File: src/rtl/pdm_pcm_decimator.sv
// pdm_pcm_decimator: turns the 1-bit PDM microphone stream into PCM samples.
// The divided bit clock is edge-detected in the system clock domain. One bit is sampled
// per rising bclk edge, and the ones are counted over back-to-back windows of DECIM bits.
// Each window count is offered on a single-entry valid/ready hold register.
//
// Build option:
//   PCM_SIGNED_EN  defined   -> pcm = count - DECIM/2 (two's complement, silence = 0)
//                  undefined -> pcm = raw count 0..DECIM
module pdm_pcm_decimator #(
    parameter int unsigned DECIM = 64,
    parameter int unsigned W     = $clog2(DECIM) + 1
) (
    input  logic         clk,
    input  logic         reset,
    input  logic         en_clk,
    input  logic         bclk,
    input  logic         mic_data,
    output logic [W-1:0] pcm,
    output logic         pcm_valid,
    input  logic         pcm_ready,
    output logic         overrun
);

    localparam int unsigned     CntW      = $clog2(DECIM);
    localparam logic [CntW-1:0] LastBit   = CntW'(DECIM - 1);
    localparam logic [W-1:0]    HalfScale = W'(DECIM / 2);

    typedef enum logic [0:0] {
        StIdle,
        StAcc
    } state_e;

    state_e state_q, state_d;

    logic            bclk_q;
    logic [CntW-1:0] bit_cnt_q, bit_cnt_d;
    logic [W-1:0]    acc_q, acc_d;
    logic [W-1:0]    pcm_q, pcm_d;
    logic            pcm_valid_q, pcm_valid_d;
    logic            overrun_q, overrun_d;

    logic            edge_cyc;
    logic            count_bit;
    logic            win_end;
    logic            load_res;
    logic [W-1:0]    acc_sum;
    logic [W-1:0]    result;

    // Rising bclk edge seen while enabled; bclk_q tracks bclk even when disabled,
    // so a rise that happens during a pause is deliberately lost.
    assign edge_cyc = bclk & ~bclk_q & en_clk;

    // FSM state register.
    always_ff @(posedge clk) begin
        if (!reset) begin
            state_q <= StIdle;
        end else begin
            state_q <= state_d;
        end
    end

    // FSM next state: the first edge starts counting, after that windows run back to back.
    always_comb begin
        state_d = state_q;
        unique case (state_q)
            StIdle: begin
                if (edge_cyc) begin
                    state_d = StAcc;
                end
            end
            StAcc: begin
                state_d = StAcc;
            end
            default: begin
                state_d = StIdle;
            end
        endcase
    end

    // FSM outputs: which edge cycles count a bit and which one closes a window.
    always_comb begin
        count_bit = 1'b0;
        win_end   = 1'b0;
        unique case (state_q)
            StIdle: begin
                // acc and bit_cnt are zero here, so this edge becomes bit 0.
                count_bit = edge_cyc;
            end
            StAcc: begin
                count_bit = edge_cyc;
                win_end   = edge_cyc & (bit_cnt_q == LastBit);
            end
            default: begin
                count_bit = 1'b0;
                win_end   = 1'b0;
            end
        endcase
    end

    // Window accumulator and bit counter; both restart on the closing edge.
    always_comb begin
        acc_sum   = acc_q + W'(mic_data);
        acc_d     = acc_q;
        bit_cnt_d = bit_cnt_q;
        if (win_end) begin
            acc_d     = '0;
            bit_cnt_d = '0;
        end else if (count_bit) begin
            acc_d     = acc_sum;
            bit_cnt_d = bit_cnt_q + 1'b1;
        end
    end

    // Window result in the selected number format.
    always_comb begin
`ifdef PCM_SIGNED_EN
        result = acc_sum - HalfScale;
`else
        result = acc_sum;
`endif
    end

    // Single-entry hold register: a result replaces the held sample only if that sample
    // is gone or being taken this very cycle; otherwise the result is dropped and flagged.
    always_comb begin
        load_res    = win_end & (~pcm_valid_q | pcm_ready);
        pcm_d       = pcm_q;
        pcm_valid_d = pcm_valid_q;
        if (load_res) begin
            pcm_d       = result;
            pcm_valid_d = 1'b1;
        end else if (pcm_valid_q && pcm_ready) begin
            pcm_valid_d = 1'b0;
        end
        overrun_d = overrun_q | (win_end & pcm_valid_q & ~pcm_ready);
    end

    // Datapath and handshake registers.
    always_ff @(posedge clk) begin
        if (!reset) begin
            bclk_q      <= 1'b0;
            bit_cnt_q   <= '0;
            acc_q       <= '0;
            pcm_q       <= '0;
            pcm_valid_q <= 1'b0;
            overrun_q   <= 1'b0;
        end else begin
            bclk_q      <= bclk;
            bit_cnt_q   <= bit_cnt_d;
            acc_q       <= acc_d;
            pcm_q       <= pcm_d;
            pcm_valid_q <= pcm_valid_d;
            overrun_q   <= overrun_d;
        end
    end

    assign pcm       = pcm_q;
    assign pcm_valid = pcm_valid_q;
    assign overrun   = overrun_q;

endmodule
File: config.mk
export PLATFORM = sky130hd
export DESIGN_NAME = pdm_pcm_decimator
export DESIGN_NICKNAME = d
export VERILOG_FILES = /design/src/rtl/pdm_pcm_decimator.sv
export SDC_FILE = /design/constraint.sdc
export NUM_CORES = 1
export LEC_CHECK = 0
export CORE_ASPECT_RATIO = 0.8
export CORE_MARGIN = 2
export CORE_UTILIZATION = 40
export CTS_CLUSTER_SIZE = 16
export DETAILED_ROUTE_END_ITERATION = 7
export PLACE_DENSITY = 0.68
export SLEW_MARGIN = 20
export SYNTH_ARGS = -nofsm -noshare
export SYNTH_HDL_FRONTEND = slang
export SYNTH_SLANG_ARGS = --single-unit
File: constraint.sdc
create_clock -name clk -period 1.8 [get_ports clk]
set_clock_uncertainty 0.1 [all_clocks]
set_input_delay 0.45 -clock clk [delete_from_list [all_inputs] [get_ports clk]]
set_output_delay 0.45 -clock clk [all_outputs]
set_load 0.01 [all_outputs]
==> results of run 1 <==
## state kept, by name (all words and copies together), names as in the netlist
register / count
pcm: 7
state_q: 1
overrun: 1
bclk_q: 1
acc_q: 7
pcm_valid: 1
bit_cnt_q: 6
## metrics by stage
step                cell area (sq um)  setup slack [ns]  util (%)
floorplan                        1060             0.250         -
global placement                 1320            -0.242      53.1
detailed placement               1320            -0.308      53.1
CTS                              1340            0.0270      54.0
global route                     1400           0.00181      56.3
finish                           1400            0.0550      56.3
## power breakdown
part	internal [W]	switching [W]	total, W
sequential	0.000538	0.00000461	0.000543
combinational	0.0000298	0.0000276	0.0000574
clock	0.0000782	0.000152	0.000230
## cell usage after synthesis, types with 2 or more instances
master	number
nand3_1	2
xnor2_1	9
nor2_1	22
nand2_1	16
a21oi_1	6
a211oi_1	2
nor3_1	2
dfxtp_1	24
and3_1	2
a211oi_2	3
o21ai_0	2
ha_1	3
xor2_1	6
buf_6	2
## kinds of logic (layout without fill, tap and decap cells)
family                     Yosys count  in the layout  synth area share (%)
DFF                                 24             24                  45.2
buffers and inverters                5             31                  3.29
and+or+nand+nor                     53             53                  26.2
AOI/OAI and AO/OA                   14             14                  9.41
xor gates and xnor gates            15             15                  12.4
adders and majority gates            3              3                  3.53
## layout by cell type, fill, tap and decap left out, drive strengths merged, types with 2 or more instances in the layout
cell type | Yosys | final
a211oi | 5 | 5
a21oi | 6 | 6
and3 | 2 | 2
buf | 3 | 12
clkbuf | 1 | 4
clkdlybuf4s50 | 0 | 8
dfxtp | 24 | 24
dlymetal6s2s | 0 | 6
ha | 3 | 3
nand2 | 16 | 16
nand3 | 2 | 2
nor2 | 22 | 22
nor3 | 2 | 2
o21ai | 2 | 2
xnor2 | 9 | 9
xor2 | 6 | 6
## worst paths after layout
kind / slack, ns / cells after the start / endpoint
setup / recovery: 0.06 / 1 / pcm[2]
hold / removal: 0.38 / 1 / overrun
setup reg to reg: 0.10 / 7 / pcm[2]
hold reg to reg: 0.38 / 1 / overrun
## what timing repair did
| action | 4_1_cts | 5_1_grt |
|---|---|---|
| endpoints found under the setup margin | 0 | 20 |
| hold buffers | 0 | 0 |
| gates resized for setup | 0 | 8 |
| setup buffers | 0 | 2 |
## cell type report
type	instances	area, sq um	area share (%)
Inverter	1	3.75	0.269
Sequential cell	24	483	34.6
Tap cell	36	45.0	3.22
Timing Repair Buffer	27	295	21.1
Multi-Input combinational cell	85	548	39.2
Clock buffer	3	22.5	1.61
## per-layer routing
layer,vias to the layer above,share of wire (%),track usage (%)
li1,432,-,-
met1,393,46,20.4
met2,8,51,21.8
met3,0,3.2,4.72
met4,0,0,1.42
met5,-,0,0
==> impl_metrics.csv, run 1 <==
group,metric,value,unit
die,io_pins,15,
synth,synth_warnings,0,
worst_setup_path,startpoint_type,"flip-flop",
drt,wl_per_cell,12.2,microns
power_and_ir_drop,p_leak,0.604,nW
global_routing,first_global_vias,752,
power_and_ir_drop,powerDensity,594,nW/um^2
drt,num_vias,833,
synth,synthCells,114,
cts,insertion_delay,0.31,ns
synth,synthesis.area,1060,sq um
drt,wl,2160,microns
sta,hold_viol_final,0,
drt,ant_nets,0,
worst_setup_path,r2r_start,"bit_cnt_q[0]",
cts,cts_tree,"yes",
layout,diodes,0,
worst_setup_path,worst_setup_path_end_kind,"output port",
sta,slew_violations,0,
sta,setup_viol,0,
power_and_ir_drop,power,0.000830,W
run_status,status,"complete, no violations",
die,core,2480,sq um
synth,avgSynthCellArea,9.33,sq um
worst_setup_path,startpoint,"pcm[2]",
worst_setup_path,cp.required,1.25,ns
cts,numCtsBuffers,3,
placed_design,port-buffer-count,14,
global_routing,grt_overflow_total,0,
synth,synth_edf_count,0,
sta,timing.fmax,573,MHz
worst_setup_path,cpPeakStageDelay,0.54,ns
layout,drive_gt1_share,18.6,%
placed_design,place_congestion,0.763,
worst_setup_path,cp_top_family,"buffers and inverters",
placed_design,place_inst,170,
cts,clockBufferDepth,2,
synth,synth_cell_types,27,
drt,dr.first_iter.drc_count,13,
sta,fin_hold_ws,0.380,ns
worst_setup_path,worst_ep_arrival_time,1.19,ns
job,drv_cap,0,
die,design.die.area,3090,sq um
cts,clkTransAtPathRegs,0.12,ns
worst_setup_path,crit_buf_inv,1,
drt,routed_via_density,4.73,
layout,fin_nets,151,
layout,area_delta_synth_final,31.4,%
synth,syn-num-nets,123,
drt,drc,0,
sta,worstMarginPinSlew,0.422,ns
global_routing,antenna_found_initial,0,
synth,ys_ff_latch,24,
cts,clock-sinks,24,
die,row_count,16,
synth,yosys.area.top_type_share,45.2,%
synth,synthTopCellsByArea,"dfxtp_1 45%, nor2_1 7.8%, xnor2_1 7.4%, nand2_1 5.6%, xor2_1 4.9%",
worst_hold_path,hp-class,"reg -> reg",
synth,synth_top_area_cell,"dfxtp_1",
sta,final.min_clock_period,1.74,ns
power_and_ir_drop,peakVddDrop,0.000522,V
drt,dr.pass1.iters,4,
cts,cts-root-buf,"clkbuf_4",
sta,tns,0,ns
worst_setup_path,path_class,"reg -> out",
sta,max_slew_margin,71.8,%
synth,synthArstFlopShare,0,%
layout,nFillCells,232,
die,die_y,50.1,microns
die,die_w,61.7,microns
global_routing,grt_pass1_wl,3300,microns
synth,synth_seq_area_share,45.2,%
worst_setup_path,cp_max_fo,2,
synth,synthFlopType,"dfxtp_1",
sta,finalCritPeriodShare,96.9,%
sta,rsz0062_at_grt,"no",
layout,stdcell_count,176,
die,start_util,42.8,%
global_routing,grt_util_all_layers,14.3,%
worst_hold_path,min_from,"overrun",
worst_setup_path,crit_chain,"clkdlybuf4s50_1",
placed_design,dp_hpwl,1630,microns
cts,cts_max_level,1,
worst_setup_path,slowest_stage,"clkdlybuf4s50_1",
global_routing,grt_max_degree,13,
Note: power is estimated with default switching activity, not from simulation.
==> inputs of run 2 (changes only) <==
--- a/config.mk
+++ b/config.mk
@@ -5,12 +5,12 @@
 export SDC_FILE = /design/constraint.sdc
 export NUM_CORES = 1
 export LEC_CHECK = 0
-export CORE_ASPECT_RATIO = 0.8
+export CORE_ASPECT_RATIO = 0.5
 export CORE_MARGIN = 2
 export CORE_UTILIZATION = 40
-export CTS_CLUSTER_SIZE = 16
+export CTS_CLUSTER_SIZE = 24
 export DETAILED_ROUTE_END_ITERATION = 7
-export PLACE_DENSITY = 0.68
+export PLACE_DENSITY = 0.7
 export SLEW_MARGIN = 20
 export SYNTH_ARGS = -nofsm -noshare
 export SYNTH_HDL_FRONTEND = slang
==> run 2 against run 1 <==
  * Hold slack got worse by 0.016 ns
  * Global-route usage decreased by 0.33 points
  * Core utilization decreased by 0.84 points
  * Clock power increased by 110%
  * Combinational power decreased by 4.5%
  * Setup slack got worse by 0.0075 ns
  * Fmax decreased by 0.43%
  * Sequential power about the same
  * Routed wire length decreased by 3.7%
  * Non-clock buffer count decreased by 1
  * Sequential share of layout area decreased by 0.63 points
==> impl_metrics.csv, run 2 (same netlist as run 1, synthesis figures left out) <==
group,metric,value,unit
sta,max_slew_margin,70.8,%
sta,rsz0062_at_grt,"yes",
worst_hold_path,hold_depth,2,
worst_setup_path,cp_max_fo,6,
cts,cts_hold_buf,0,
worst_hold_path,hold_path_end,"acc_q[0]",
worst_setup_path,r2r_end,"pcm[3]",
worst_setup_path,startpoint_type,"primary input",
global_routing,grt_util_all_layers,14.0,%
drt,wl,2080,microns
drt,ant_nets,0,
worst_setup_path,r2r_cells,6,
cts,cts-root-buf,"clkbuf_8",
drt,num_vias,833,
cts,insertion_delay,0.27,ns
drt,dr.first_iter.drc_count,24,
layout,area_delta_synth_final,33.2,%
cts,cts_tree,"yes",
cts,cts_max_level,1,
placed_design,dp_hpwl,1420,microns
die,row_count,13,
sta,slew_violations,0,
worst_setup_path,path_class,"in -> reg",
layout,final_common_cell,"dfxtp_1",
worst_setup_path,worst_setup_path_end_kind,"flip-flop",
drt,drc,0,
layout,final_cell_area,1420,sq um
sta,timing.fmax,571,MHz
placed_design,port-buffer-count,14,
sta,tns,0,ns
sta,worstMarginPinSlew,0.438,ns
placed_design,place_congestion,0.737,
sta,hold_viol_final,0,
layout,nFillCells,243,
die,die_y,40.5,microns
global_routing,grt_pass1_wl,3140,microns
worst_setup_path,regToRegSetupSlack,0.12,ns
worst_hold_path,hp-class,"reg -> reg",
layout,drive_gt1_share,19.3,%
global_routing,antenna_found_initial,0,
job,drv_cap,0,
die,core,2550,sq um
power_and_ir_drop,p_leak,0.540,nW
global_routing,grt_max_degree,15,
sta,final.min_clock_period,1.75,ns
die,io_pins,15,
sta,finalWorstSetupSlack,0.0475,ns
worst_setup_path,r2r_start,"bit_cnt_q[0]",
drt,dr.pass1.iters,5,
worst_setup_path,worst_ep_arrival_time,1.84,ns
layout,multi_input_comb_area,563,sq um
cts,clockBufferDepth,2,
die,die_w,76.9,microns
sta,setup_viol,0,
sta,finalCritPeriodShare,97.4,%
drt,wl_per_cell,11.7,microns
power_and_ir_drop,peakVddDrop,0.000382,V
layout,fin_nets,150,
cts,numCtsBuffers,3,
die,start_util,41.6,%
global_routing,grt_overflow_total,0,
placed_design,preCtsSetupSlack,-0.318,ns
placed_design,placed_area,1300,sq um
layout,diodes,0,
layout,mostFrequentLayoutCells,"24 x dfxtp_1, 22 x nor2_1, 16 x nand2_1, 12 x clkdlybuf4s50_1, 10 x buf_4",
run_status,status,"complete, no violations",
global_routing,first_global_vias,706,
layout,regArea,480,sq um
die,design.die.area,3110,sq um
cts,clock-sinks,24,
cts,clkTransAtPathRegs,0.09,ns
power_and_ir_drop,powerDensity,756,nW/um^2
worst_setup_path,cp.required,1.89,ns
drt,routed_via_density,4.71,
worst_hold_path,min_from,"acc_q[0]",
## run 2: changes by cell type in the layout (fill, tap and decap cells not counted), moves of 3 or more
cell and change:
clkbuf_8 +3, clkdlybuf4s50_1 +4, clkbuf_4 -3, dlymetal6s2s_1 -4
## run 2: where the power goes
group	internal [W]	switching (W)
clock	0.000297	0.000177
combinational	0.0000284	0.0000264
sequential	0.000537	0.00000424
## run 2: critical path, stage by stage
cell and delay, ns:
clkdlybuf4s50_1 0.46, and2b_1 0.21, nor4b_4 0.28, buf_6 0.17, nor2_1 0.05, a211oi_2 0.21
## run 2: metrics by stage
stage,hold WS (ns),utilization [%],instances,power [W]
2_1_floorplan,0.333,-,114,0.000581
6_report,0.364,55.5,177,0.00107
4_1_cts,0.366,53.8,174,0.00109
5_1_grt,0.386,55.5,177,0.00111
3_5_place_dp,0.353,50.9,170,0.000609
3_3_place_gp,0.348,50.9,170,0.000608
## run 2: worst max path at each step
stage	start	endpoint	cells past startpoint
CTS	en_clk	bit_cnt_q[3]	6
finish	pcm_ready	pcm[3]	6
floorplan	mic_data	pcm[6]	6
global placement	en_clk	bit_cnt_q[3]	6
global route	pcm_ready	pcm[3]	6
detailed placement	pcm_ready	pcm[3]	6
## run 2: per-layer routing
layer  vias to the layer above  wire [microns]  track usage (%)
met2                        14             958             23.9
met1                       386            1010             16.7
met3                         2              82             4.05
li1                        431               -                -
met5                         -               0                0
met4                         0              27             8.18
## run 2: layout make-up
type / count / area share, %
clock buffers: 3 / 2.92
clock inverters: 1 / 2.12
inverters: 1 / 0.265
multi-input cells: 85 / 39.8
flip-flops and latches: 24 / 33.9
well taps: 37 / 3.27
repair buffers: 26 / 17.8
## run 2: what timing repair did
action,CTS,global route
resized for setup,1,7
pin swaps,0,1
endpoints found under the setup margin,1,16
gates cloned,0,1
buffers inserted,0,2
